File: config.mk
export PLATFORM = sky130hd
export DESIGN_NAME = trig_coinc_n
export DESIGN_NICKNAME = d
export VERILOG_FILES = /design/src/rtl/trig_pkg.sv /design/src/rtl/trig_ack_sync.sv /design/src/rtl/trig_coinc_n.sv
export SDC_FILE = /design/constraint.sdc
export NUM_CORES = 1
export LEC_CHECK = 0
export CAP_MARGIN = 25
export CELL_PAD_IN_SITES_DETAIL_PLACEMENT = 1
export CELL_PAD_IN_SITES_GLOBAL_PLACEMENT = 1
export CORE_MARGIN = 1
export CORE_UTILIZATION = 35
export DETAILED_ROUTE_END_ITERATION = 7
export HOLD_SLACK_MARGIN = 0.05
export PLACE_DENSITY_LB_ADDON = 0.1
export SLEW_MARGIN = 10
export SYNTH_ARGS = -nofsm -noshare
export SYNTH_HDL_FRONTEND = slang
export SYNTH_SLANG_ARGS = --single-unit
File: constraint.sdc
create_clock -name CLK_42MHZ -period 8.3 [get_ports CLK_42MHZ]
set_input_delay 1.245 -clock CLK_42MHZ [delete_from_list [all_inputs] [get_ports CLK_42MHZ]]
set_output_delay 1.245 -clock CLK_42MHZ [all_outputs]
set_load 0.02 [all_outputs]
File: src/rtl/trig_pkg.sv
// Shared types and helpers for the N-channel trigger coincidence engine.
package trig_pkg;

  localparam int STAT_W = 32;

  typedef enum logic [1:0] {
    ST_IDLE    = 2'd0,
    ST_PULSE   = 2'd1,
    ST_HOLDOFF = 2'd2,
    ST_VETO    = 2'd3
  } trig_state_e;

  function automatic logic [STAT_W-1:0] sat_inc(input logic [STAT_W-1:0] v);
    logic [STAT_W-1:0] r;
    if (v == {STAT_W{1'b1}}) begin
      r = v;
    end else begin
      r = v + STAT_W'(1'b1);
    end
    return r;
  endfunction

endpackage

File: src/rtl/trig_ack_sync.sv
// Two-flop synchroniser bank for the asynchronous SCROD ACK lines.
module trig_ack_sync #(
  parameter int N_CH = 12
) (
  input  logic            clk,
  input  logic            rst,
  input  logic [N_CH-1:0] async_in,
  output logic [N_CH-1:0] sync_out
);

  logic [N_CH-1:0] meta_q, meta_d;
  logic [N_CH-1:0] sync_q, sync_d;

  // next-state of both synchroniser stages
  always_comb begin
    meta_d = async_in;
    sync_d = meta_q;
  end

  // synchroniser registers
  always_ff @(posedge clk) begin
    if (rst) begin
      meta_q <= '0;
      sync_q <= '0;
    end else begin
      meta_q <= meta_d;
      sync_q <= sync_d;
    end
  end

  assign sync_out = sync_q;

endmodule

File: src/rtl/trig_coinc_n.sv
// N-channel trigger coincidence / fan-out engine with holdoff and veto handshake.
// Optional macro TRG_DROP_COUNTER_EN adds the TRG_DROPPED saturating counter.
module trig_coinc_n import trig_pkg::*; #(
  parameter int N_CH    = 12,
  parameter int CW      = $clog2(N_CH + 1),
  parameter int W_PULSE = 8,
  parameter int HOLDOFF = 16,
  parameter int VETO_TO = 20
) (
  input  logic               CLK_42MHZ,
  input  logic               RESET,
  input  logic [N_CH-1:0]    ACK,
  input  logic [N_CH-1:0]    TRG_MASK,
  input  logic [CW-1:0]      MIN_SCRODS_REQUIRED,
  input  logic [W_PULSE-1:0] TRG_WIDTH,
  input  logic               TRG_SOFT,
  input  logic               TRG_FLOW_CTL_EN,
  input  logic               TRG_VETO_RESET,
  input  logic               STAT_CLEAR,
  output logic [N_CH-1:0]    TRG,
  output logic               TRG_NEEDS_VETO,
  output logic [CW-1:0]      TRG_SCROD_COUNT,
  output logic [STAT_W-1:0]  TRG_STATISTICS,
  output logic               TRG_BUSY
`ifdef TRG_DROP_COUNTER_EN
  , output logic [STAT_W-1:0] TRG_DROPPED
`endif
);

  localparam int HW = $clog2(HOLDOFF + 1);

  logic [N_CH-1:0]    ack_s, ack_m_s;
  logic               coinc_s, fire_s, accept_s;
  logic [W_PULSE-1:0] pulse_load_s;

  trig_state_e        state_q, state_d;
  logic [CW-1:0]      count_q, count_d;
  logic               coinc_prev_q, coinc_prev_d;
  logic [W_PULSE-1:0] pcnt_q, pcnt_d;
  logic [HW-1:0]      hcnt_q, hcnt_d;
  logic [VETO_TO-1:0] vcnt_q, vcnt_d;
  logic [N_CH-1:0]    trg_q, trg_d;
  logic [STAT_W-1:0]  stat_q, stat_d;
  logic               busy_q, busy_d;
  logic               veto_q, veto_d;

  trig_ack_sync #(.N_CH(N_CH)) u_sync (
    .clk      (CLK_42MHZ),
    .rst      (RESET),
    .async_in (ACK),
    .sync_out (ack_s)
  );

  // popcount, coincidence edge detect and fire qualification
  always_comb begin
    ack_m_s = ack_s & TRG_MASK;
    count_d = '0;
    for (int i = 0; i < N_CH; i++) begin
      count_d = count_d + CW'(ack_m_s[i]);
    end
    coinc_s      = (MIN_SCRODS_REQUIRED != '0) && (count_q >= MIN_SCRODS_REQUIRED);
    coinc_prev_d = coinc_s;
    fire_s       = (coinc_s && !coinc_prev_q) || TRG_SOFT;
    pulse_load_s = (TRG_WIDTH == '0) ? '0 : (TRG_WIDTH - W_PULSE'(1'b1));
  end

  // trigger FSM next-state and statistics
  always_comb begin
    state_d  = state_q;
    pcnt_d   = pcnt_q;
    hcnt_d   = hcnt_q;
    vcnt_d   = vcnt_q;
    trg_d    = trg_q;
    accept_s = 1'b0;
    case (state_q)
      ST_IDLE: begin
        if (fire_s) begin
          state_d  = ST_PULSE;
          pcnt_d   = pulse_load_s;
          trg_d    = TRG_MASK;
          accept_s = 1'b1;
        end else begin
          trg_d = '0;
        end
      end
      ST_PULSE: begin
        if (pcnt_q == '0) begin
          state_d = ST_HOLDOFF;
          trg_d   = '0;
          hcnt_d  = HW'(HOLDOFF - 1);
        end else begin
          pcnt_d = pcnt_q - W_PULSE'(1'b1);
        end
      end
      ST_HOLDOFF: begin
        if (hcnt_q == '0) begin
          if (TRG_FLOW_CTL_EN) begin
            state_d = ST_VETO;
            vcnt_d  = '0;
          end else begin
            state_d = ST_IDLE;
          end
        end else begin
          hcnt_d = hcnt_q - HW'(1'b1);
        end
      end
      ST_VETO: begin
        vcnt_d = vcnt_q + VETO_TO'(1'b1);
        // leaving as the counter would reach all-ones gives 2^VETO_TO-1 veto cycles
        if (TRG_VETO_RESET || (vcnt_d == {VETO_TO{1'b1}})) begin
          state_d = ST_IDLE;
        end else begin
          state_d = ST_VETO;
        end
      end
      default: begin
        state_d = ST_IDLE;
        trg_d   = '0;
      end
    endcase

    if (STAT_CLEAR) begin
      stat_d = accept_s ? STAT_W'(1'b1) : '0;
    end else if (accept_s) begin
      stat_d = sat_inc(stat_q);
    end else begin
      stat_d = stat_q;
    end
    busy_d = (state_d != ST_IDLE);
    veto_d = (state_d == ST_VETO);
  end

  // state and output registers
  always_ff @(posedge CLK_42MHZ) begin
    if (RESET) begin
      state_q      <= ST_IDLE;
      count_q      <= '0;
      coinc_prev_q <= 1'b0;
      pcnt_q       <= '0;
      hcnt_q       <= '0;
      vcnt_q       <= '0;
      trg_q        <= '0;
      stat_q       <= '0;
      busy_q       <= 1'b0;
      veto_q       <= 1'b0;
    end else begin
      state_q      <= state_d;
      count_q      <= count_d;
      coinc_prev_q <= coinc_prev_d;
      pcnt_q       <= pcnt_d;
      hcnt_q       <= hcnt_d;
      vcnt_q       <= vcnt_d;
      trg_q        <= trg_d;
      stat_q       <= stat_d;
      busy_q       <= busy_d;
      veto_q       <= veto_d;
    end
  end

  assign TRG             = trg_q;
  assign TRG_NEEDS_VETO  = veto_q;
  assign TRG_SCROD_COUNT = count_q;
  assign TRG_STATISTICS  = stat_q;
  assign TRG_BUSY        = busy_q;

`ifdef TRG_DROP_COUNTER_EN
  logic [STAT_W-1:0] drop_q, drop_d;
  logic              dropped_s;

  // fire events lost while the engine is busy
  always_comb begin
    dropped_s = fire_s && (state_q != ST_IDLE);
    if (STAT_CLEAR) begin
      drop_d = dropped_s ? STAT_W'(1'b1) : '0;
    end else if (dropped_s) begin
      drop_d = sat_inc(drop_q);
    end else begin
      drop_d = drop_q;
    end
  end

  // drop counter register
  always_ff @(posedge CLK_42MHZ) begin
    if (RESET) begin
      drop_q <= '0;
    end else begin
      drop_q <= drop_d;
    end
  end

  assign TRG_DROPPED = drop_q;
`endif

endmodule

# Yosys cells after proc, flatten, opt, wreduce, memory -nomap -nowiden
# Cells that the tools add are included.
totals:
  out_inout_bits: 50
  input_bits: 42
  ff_bits: 110
op_classes:
  n_addsub: 16
  order_cmp: 1
  n_eq_ne: 13
  n_bitwise: 1
  n_mux: 25
  reduce_logical: 20
op_table:
  columns: ["cell", "count"]
  rows:
  - ["32-bit 2-to-1 mux", 3]
  - ["20-bit 2-to-1 mux", 2]
  - ["20-bit one-hot mux with 2 select lines", 1]
  - ["32-bit by 1-bit adder with 32-bit output (second input constant)", 1]
  - ["4-bit by 1-bit adder with 4-bit output", 8]
  - ["32-bit equality test (second input constant)", 1]
  - ["12-bit 2-to-1 mux", 2]
  - ["8-bit 2-to-1 mux", 3]
  - ["12-bit one-hot mux with 2 select lines", 1]
  - ["20-bit by 1-bit adder with 20-bit output (second input constant)", 1]
  - ["20-bit equality test (second input constant)", 1]
  - ["8-bit zero test", 2]
  - ["8-bit one-hot mux with 2 select lines", 1]
  - ["8-bit by 1-bit subtractor with 8-bit output (second input constant)", 2]
  - ["2-bit != test (second input constant)", 7]
  - ["12-bit AND", 1]
  - ["2-bit 2-to-1 mux", 5]
  - ["5-bit 2-to-1 mux", 2]
  - ["5-bit one-hot mux with 2 select lines", 1]
  - ["2-bit nonzero test", 5]
  - ["3-bit AND reduction", 3]
  - ["2-bit one-hot mux with 4 select lines", 1]
  - ["2-bit equality test (second input constant)", 3]
  - ["5-bit zero test", 1]
  - ["other kinds (13)", 18]

# Longest topological paths before layout
depth:
  word_depth: 12
  depth_mapped: 11
  mapped_depth_nobuf: 11

# Cells and area by module
# From an unflattened synthesis, not the netlist that was laid out.
hier_totals:
  hier_cells: 649
  hier_area_um2: 5554.1
by_module_without_submodules:
  columns: ["module", "seq_area_each_um2", "area_per_inst_um2", "cells_per_inst", "n_inst"]
  rows:
  - ["trig_coinc_n", 1721.7, 4860.9, 599, 1]
  - ["trig_ack_sync", 480.5, 693.2, 50, 1]

# Least setup slack after synthesis
# Ideal clock, no wire load.
synth_timing:
  path_kind: "in2reg"
  start: "input TRG_MASK[0]"
  end: "register count_q[2] (netlist: TRG_SCROD_COUNT[2])"
  t_required_ns: 8.172
  slack_ns: 3.866
  arrival_time_ns: 4.306
  stages: 11
  setup_time_ns: 0.128
  cell_sequence: "and2_1 fa_1 inv_1 fa_1 fa_1 fa_1 inv_1 ha_1 fa_1 xnor2_1 nor2_1"
synth_via:
  elab_chain_cells: 12
synth_rtl:
  columns: ["element", "line_no", "rtl"]
  rows:
  - ["start, declared", "trig_coinc_n.sv:13", "input logic [N_CH-1:0] TRG_MASK,"]
  - ["12-bit AND", "trig_coinc_n.sv:56", "ack_m_s = ack_s & TRG_MASK;"]
  - ["1-bit by 1-bit adder with 2-bit output", "trig_coinc_n.sv:59", "count_d = count_d + CW'(ack_m_s[i]);"]
  - ["2-bit by 1-bit adder with 3-bit output", "trig_coinc_n.sv:59", null]
  - ["3-bit by 1-bit adder with 4-bit output", "trig_coinc_n.sv:59", null]
  - ["4-bit by 1-bit adder with 4-bit output (8 in a row)", "trig_coinc_n.sv:59", null]
  - ["end signal, assigned", "trig_coinc_n.sv:148", "count_q <= count_d;"]
  - ["end, declared", "trig_coinc_n.sv:37", "logic [CW-1:0] count_q, count_d;"]
# Every way passes these cells.
# A chain may end at the register's enable or synchronous reset.

# Worst setup path in the final report
# Same ends and word-level chain as after synthesis.

==> key figures <==
Status
  • Outcome: complete, no violations

Clock tree
  • Clock latency on the worst-skew pair: around 0.36 ns
  • Clk slew on worst S/H paths: ~0.08 ns
  • Root buf cell: clkbuf_16
  • Hold_buf cts: 0
  • CTS tree: yes
  • # clock sinks: 110
  • Htree depth: 3
  • Gates resized, CTS repair: 0
  • Max Root-Sink Buffers: 2
  • Post-CTS Setup Inserts: 0
  • TritonCTS Buffers: 9

Setup path
  • R2R Path Start: u_sync.sync_out[0]$_SDFF_PP0_
  • Worst-case reg-to-reg path depth: 11
  • CP Capture Type: flip-flop
  • CP cell instances: clkdlybuf4s50_1 -> and2_1 -> fa_1 -> inv_1 -> fa_1 -> fa_1 -> fa_1 -> inv_1 -> ha_1 -> fa_1 -> xnor2_1 -> nor2_1
  • End point of the critical path: TRG_SCROD_COUNT[2]$_SDFF_PP0_
  • CP startpoint kind: primary input
  • Crit Path Max Fanout: 2
  • Most frequent cell on the critical path: fa_1
  • CP max stage cell: fa_1
  • WS Path Type: in -> reg
  • Critical Path RT: between 8 and 9 ns
  • Worst EP arrival: slightly below 5 ns
  • Crit path launch: TRG_MASK[0]
  • Reg2reg setup slack: ~4.6 ns
  • Reg2reg end: TRG_SCROD_COUNT[2]$_SDFF_PP0_
  • Slowest stage delay, CP: 0.55 ns

Placement
  • Input/output buffers: 91
  • RD Place Congestion: ~0.83
  • DP HPWL: 11.0 mm
  • Post-Place Cell Area: about 0.0066 sq mm

Drt
  • Residual DRC: 0
  • Drt pass-1 iters: 6
  • Number of DRC markers in iteration 0: 274
  • DR WL/cell: around 16 microns
  • Final WL: 15.1 mm
  • Routed vias: approximately 5100
  • Via-per-instance ratio: between 5 and 6
  • ANT nets after route: 0

Global routing
  • Initial antenna violation count: 0
  • Global-route layer with the greatest usage: met2
  • Largest net degree at the start of global routing: 74
  • GRT overflow: 0
  • Met2 GRT Util: a little under a third
  • Total GRT Usage: about a fifth
  • M1 GR Usage: around a quarter
  • Vias in the first global route: 4903
  • First-pass GRT wire length: about 25 mm
  • Met3 track utilization from global routing: roughly 2.6%

Flow run
  • Max cap viols: 0

Logic synthesis
  • Top_reg_cell synth: dfxtp_1
  • Mapped Avg Cell Area: roughly 8.5 sq um
  • Post-synthesis sequential area ratio: 39.4%
  • Ys Warns: 0
  • Synthesized cell area: approximately 0.0056 sq mm
  • Syn Nets: between 700 and 800
  • Post-synth ARST share: 0%
  • Synth unique cells: between 70 and 80
  • Post-Syn Instances: ~660
  • Post-synth EDFFs: 0
  • Synth Register Bits: between 100 and 150

STA
  • Final Hold Viols: 0
  • RSZ-0062 raised after global routing: no
  • Worst-Margin Slew: 0.837 ns
  • Setup Viol. Count Final: 0
  • Post-layout min period: about 4.7 ns
  • Post-route clock period utilization: between 50% and 60%
  • Fmax: about 210 MHz
  • Slew Viols, Final: 0
  • TNS Setup: 0 ns
  • Skew final: approximately 0.009 ns
  • Max_slew headroom: a little over two fifths

Power
  • Peak supply drop: about 0.00011 V
  • Power density over cell area: 193 mW/mm^2
  • Leakage: approximately 2.3 nW

Floorplan
  • Die X: about 130 microns
  • Die area: around 0.016 sq mm
  • # IOs: 92
  • Initial Util: 36.3%
  • Chip height: 128 microns
  • Core Region: around 0.015 sq mm
  • Site Rows: 45

Cells and area
  • Area of the multi-input gates: 0.00309 sq mm
  • # diodes: 0
  • Layout filler cell count: between 1500 and 2000
  • Fin area: just under 0.007 sq mm
  • Layout cell share with drive strength beyond 1: under 10%
  • Sequential cell area: roughly 0.0022 sq mm
  • P&R area growth vs syn: 23.2%
  • Layout net count: just under 800

Hold path
  • Cells on Worst Hold Path: 1
  • Worst Hold Class: reg -> reg
## cells in the final DEF, fill, tap and decap left out, drive strengths merged, types with 3 or more instances in the layout
| cell type | count |
|---|---|
| dfxtp | 110 |
| clkdlybuf4s50 | 90 |
| nand2 | 60 |
| a21oi | 59 |
| nor2 | 51 |
| o21ai | 34 |
| nor2b | 29 |
| inv | 27 |
| nand3 | 23 |
| or3 | 17 |
| or4 | 16 |
| ha | 14 |
| nand4 | 14 |
| o31ai | 13 |
| nor3 | 12 |
| a22o | 12 |
| and2 | 10 |
| a31oi | 10 |
| clkbuf | 9 |
| nor4 | 8 |
| xor2 | 8 |
| o22ai | 7 |
| a311oi | 7 |
| fa | 7 |
| and4 | 7 |
| and3 | 6 |
| nand2b | 5 |
| a211oi | 5 |
| xnor2 | 5 |
| o21a | 5 |
| buf | 5 |
| clkinv | 4 |
| nand3b | 3 |
| nor4b | 3 |
| nor3b | 3 |
| o211ai | 3 |
## power breakdown
group / switching (mW) / internal [mW] / total, mW
combinational: 0.169 / 0.124 / 0.293
clock: 0.224 / 0.213 / 0.438
sequential: 0.0329 / 0.563 / 0.596
total: 0.427 / 0.901 / 1.33
## stage by stage
stage | utilization (%) | hold slack [ns] | power (mW) | setup slack (ns) | std cells
6_report | 44.8 | 0.442 | 1.33 | 3.55 | 940
5_1_grt | 44.8 | 0.456 | 1.40 | 3.41 | 940
4_1_cts | 44.7 | 0.445 | 1.34 | 3.51 | 938
3_5_place_dp | 42.7 | 0.425 | 0.901 | 3.14 | 922
3_3_place_gp | 42.7 | 0.420 | 0.890 | 3.25 | 922
2_1_floorplan | - | 0.414 | 0.802 | 3.87 | 657
## Yosys cell counts, types with 13 or more instances
library cell | count | share of area [%]
nor2b_1 | 29 | 3.2
o31ai_1 | 13 | 1.7
o21ai_0 | 33 | 3.0
dfxtp_1 | 110 | 39
nand2_1 | 59 | 4.0
nand3_1 | 22 | 2.0
or3_1 | 16 | 1.8
or4_1 | 14 | 1.9
clkbuf_1 | 27 | 1.8
nor2_1 | 50 | 3.4
inv_1 | 23 | 1.5
a21oi_1 | 58 | 5.2
ha_1 | 14 | 3.1
nand4_1 | 13 | 1.5
## registers in the layout (all words and copies together) (netlist names)
name             cells
pcnt_q               8
TRG_BUSY             1
TRG_NEEDS_VETO       1
state_q              2
vcnt_q              20
TRG_STATISTICS      32
coinc_prev_q         1
hcnt_q               5
u_sync.sync_out     12
u_sync.meta_q       12
TRG_SCROD_COUNT      4
TRG                 12
## how the worst min path moves through the flow
stage,slack (ns),start,end
global route,0.46,u_sync.meta_q[2]$_SDFF_PP0_,u_sync.sync_out[2]$_SDFF_PP0_
global placement,0.42,u_sync.meta_q[11]$_SDFF_PP0_,u_sync.sync_out[11]$_SDFF_PP0_
detailed placement,0.42,u_sync.meta_q[9]$_SDFF_PP0_,u_sync.sync_out[9]$_SDFF_PP0_
finish,0.44,u_sync.meta_q[9]$_SDFF_PP0_,u_sync.sync_out[9]$_SDFF_PP0_
floorplan,0.41,u_sync.meta_q[0]$_SDFF_PP0_,u_sync.sync_out[0]$_SDFF_PP0_
CTS,0.45,u_sync.meta_q[9]$_SDFF_PP0_,u_sync.sync_out[9]$_SDFF_PP0_
## final cells by class
type / instances / share of cell area, %
multi-input cells: 484 / 44.9
flip-flops and latches: 110 / 32.0
repair buffers: 95 / 13.6
well taps: 211 / 3.84
clock buffers: 9 / 3.27
inverters: 24 / 1.31
clock inverters: 7 / 1.05
## metal layers
layer | part of all wire [%] | vias to the layer above
met4 | 1.2 | 0
met2 | 46 | 81
met5 | 0 | -
met1 | 50 | 2500
li1 | - | 2527
met3 | 3.2 | 14
## kinds of logic after synthesis
group / synth area share (%)
buf+inv: 5.20
fa+ha+maj: 5.65
compound gates: 21.0
mux: 0.179
simple gates: 26.5
xor+xnor: 2.04
flops: 39.4
## critical path: cells and delay by family
kind / cells / cell delay [ns]
buf+inv: 3 / 0.53
simple gates: 2 / 0.25
xor+xnor: 1 / 0.18
fa+ha+maj: 6 / 2.74
No activity file was read; power rests on OpenSTA's default activity.
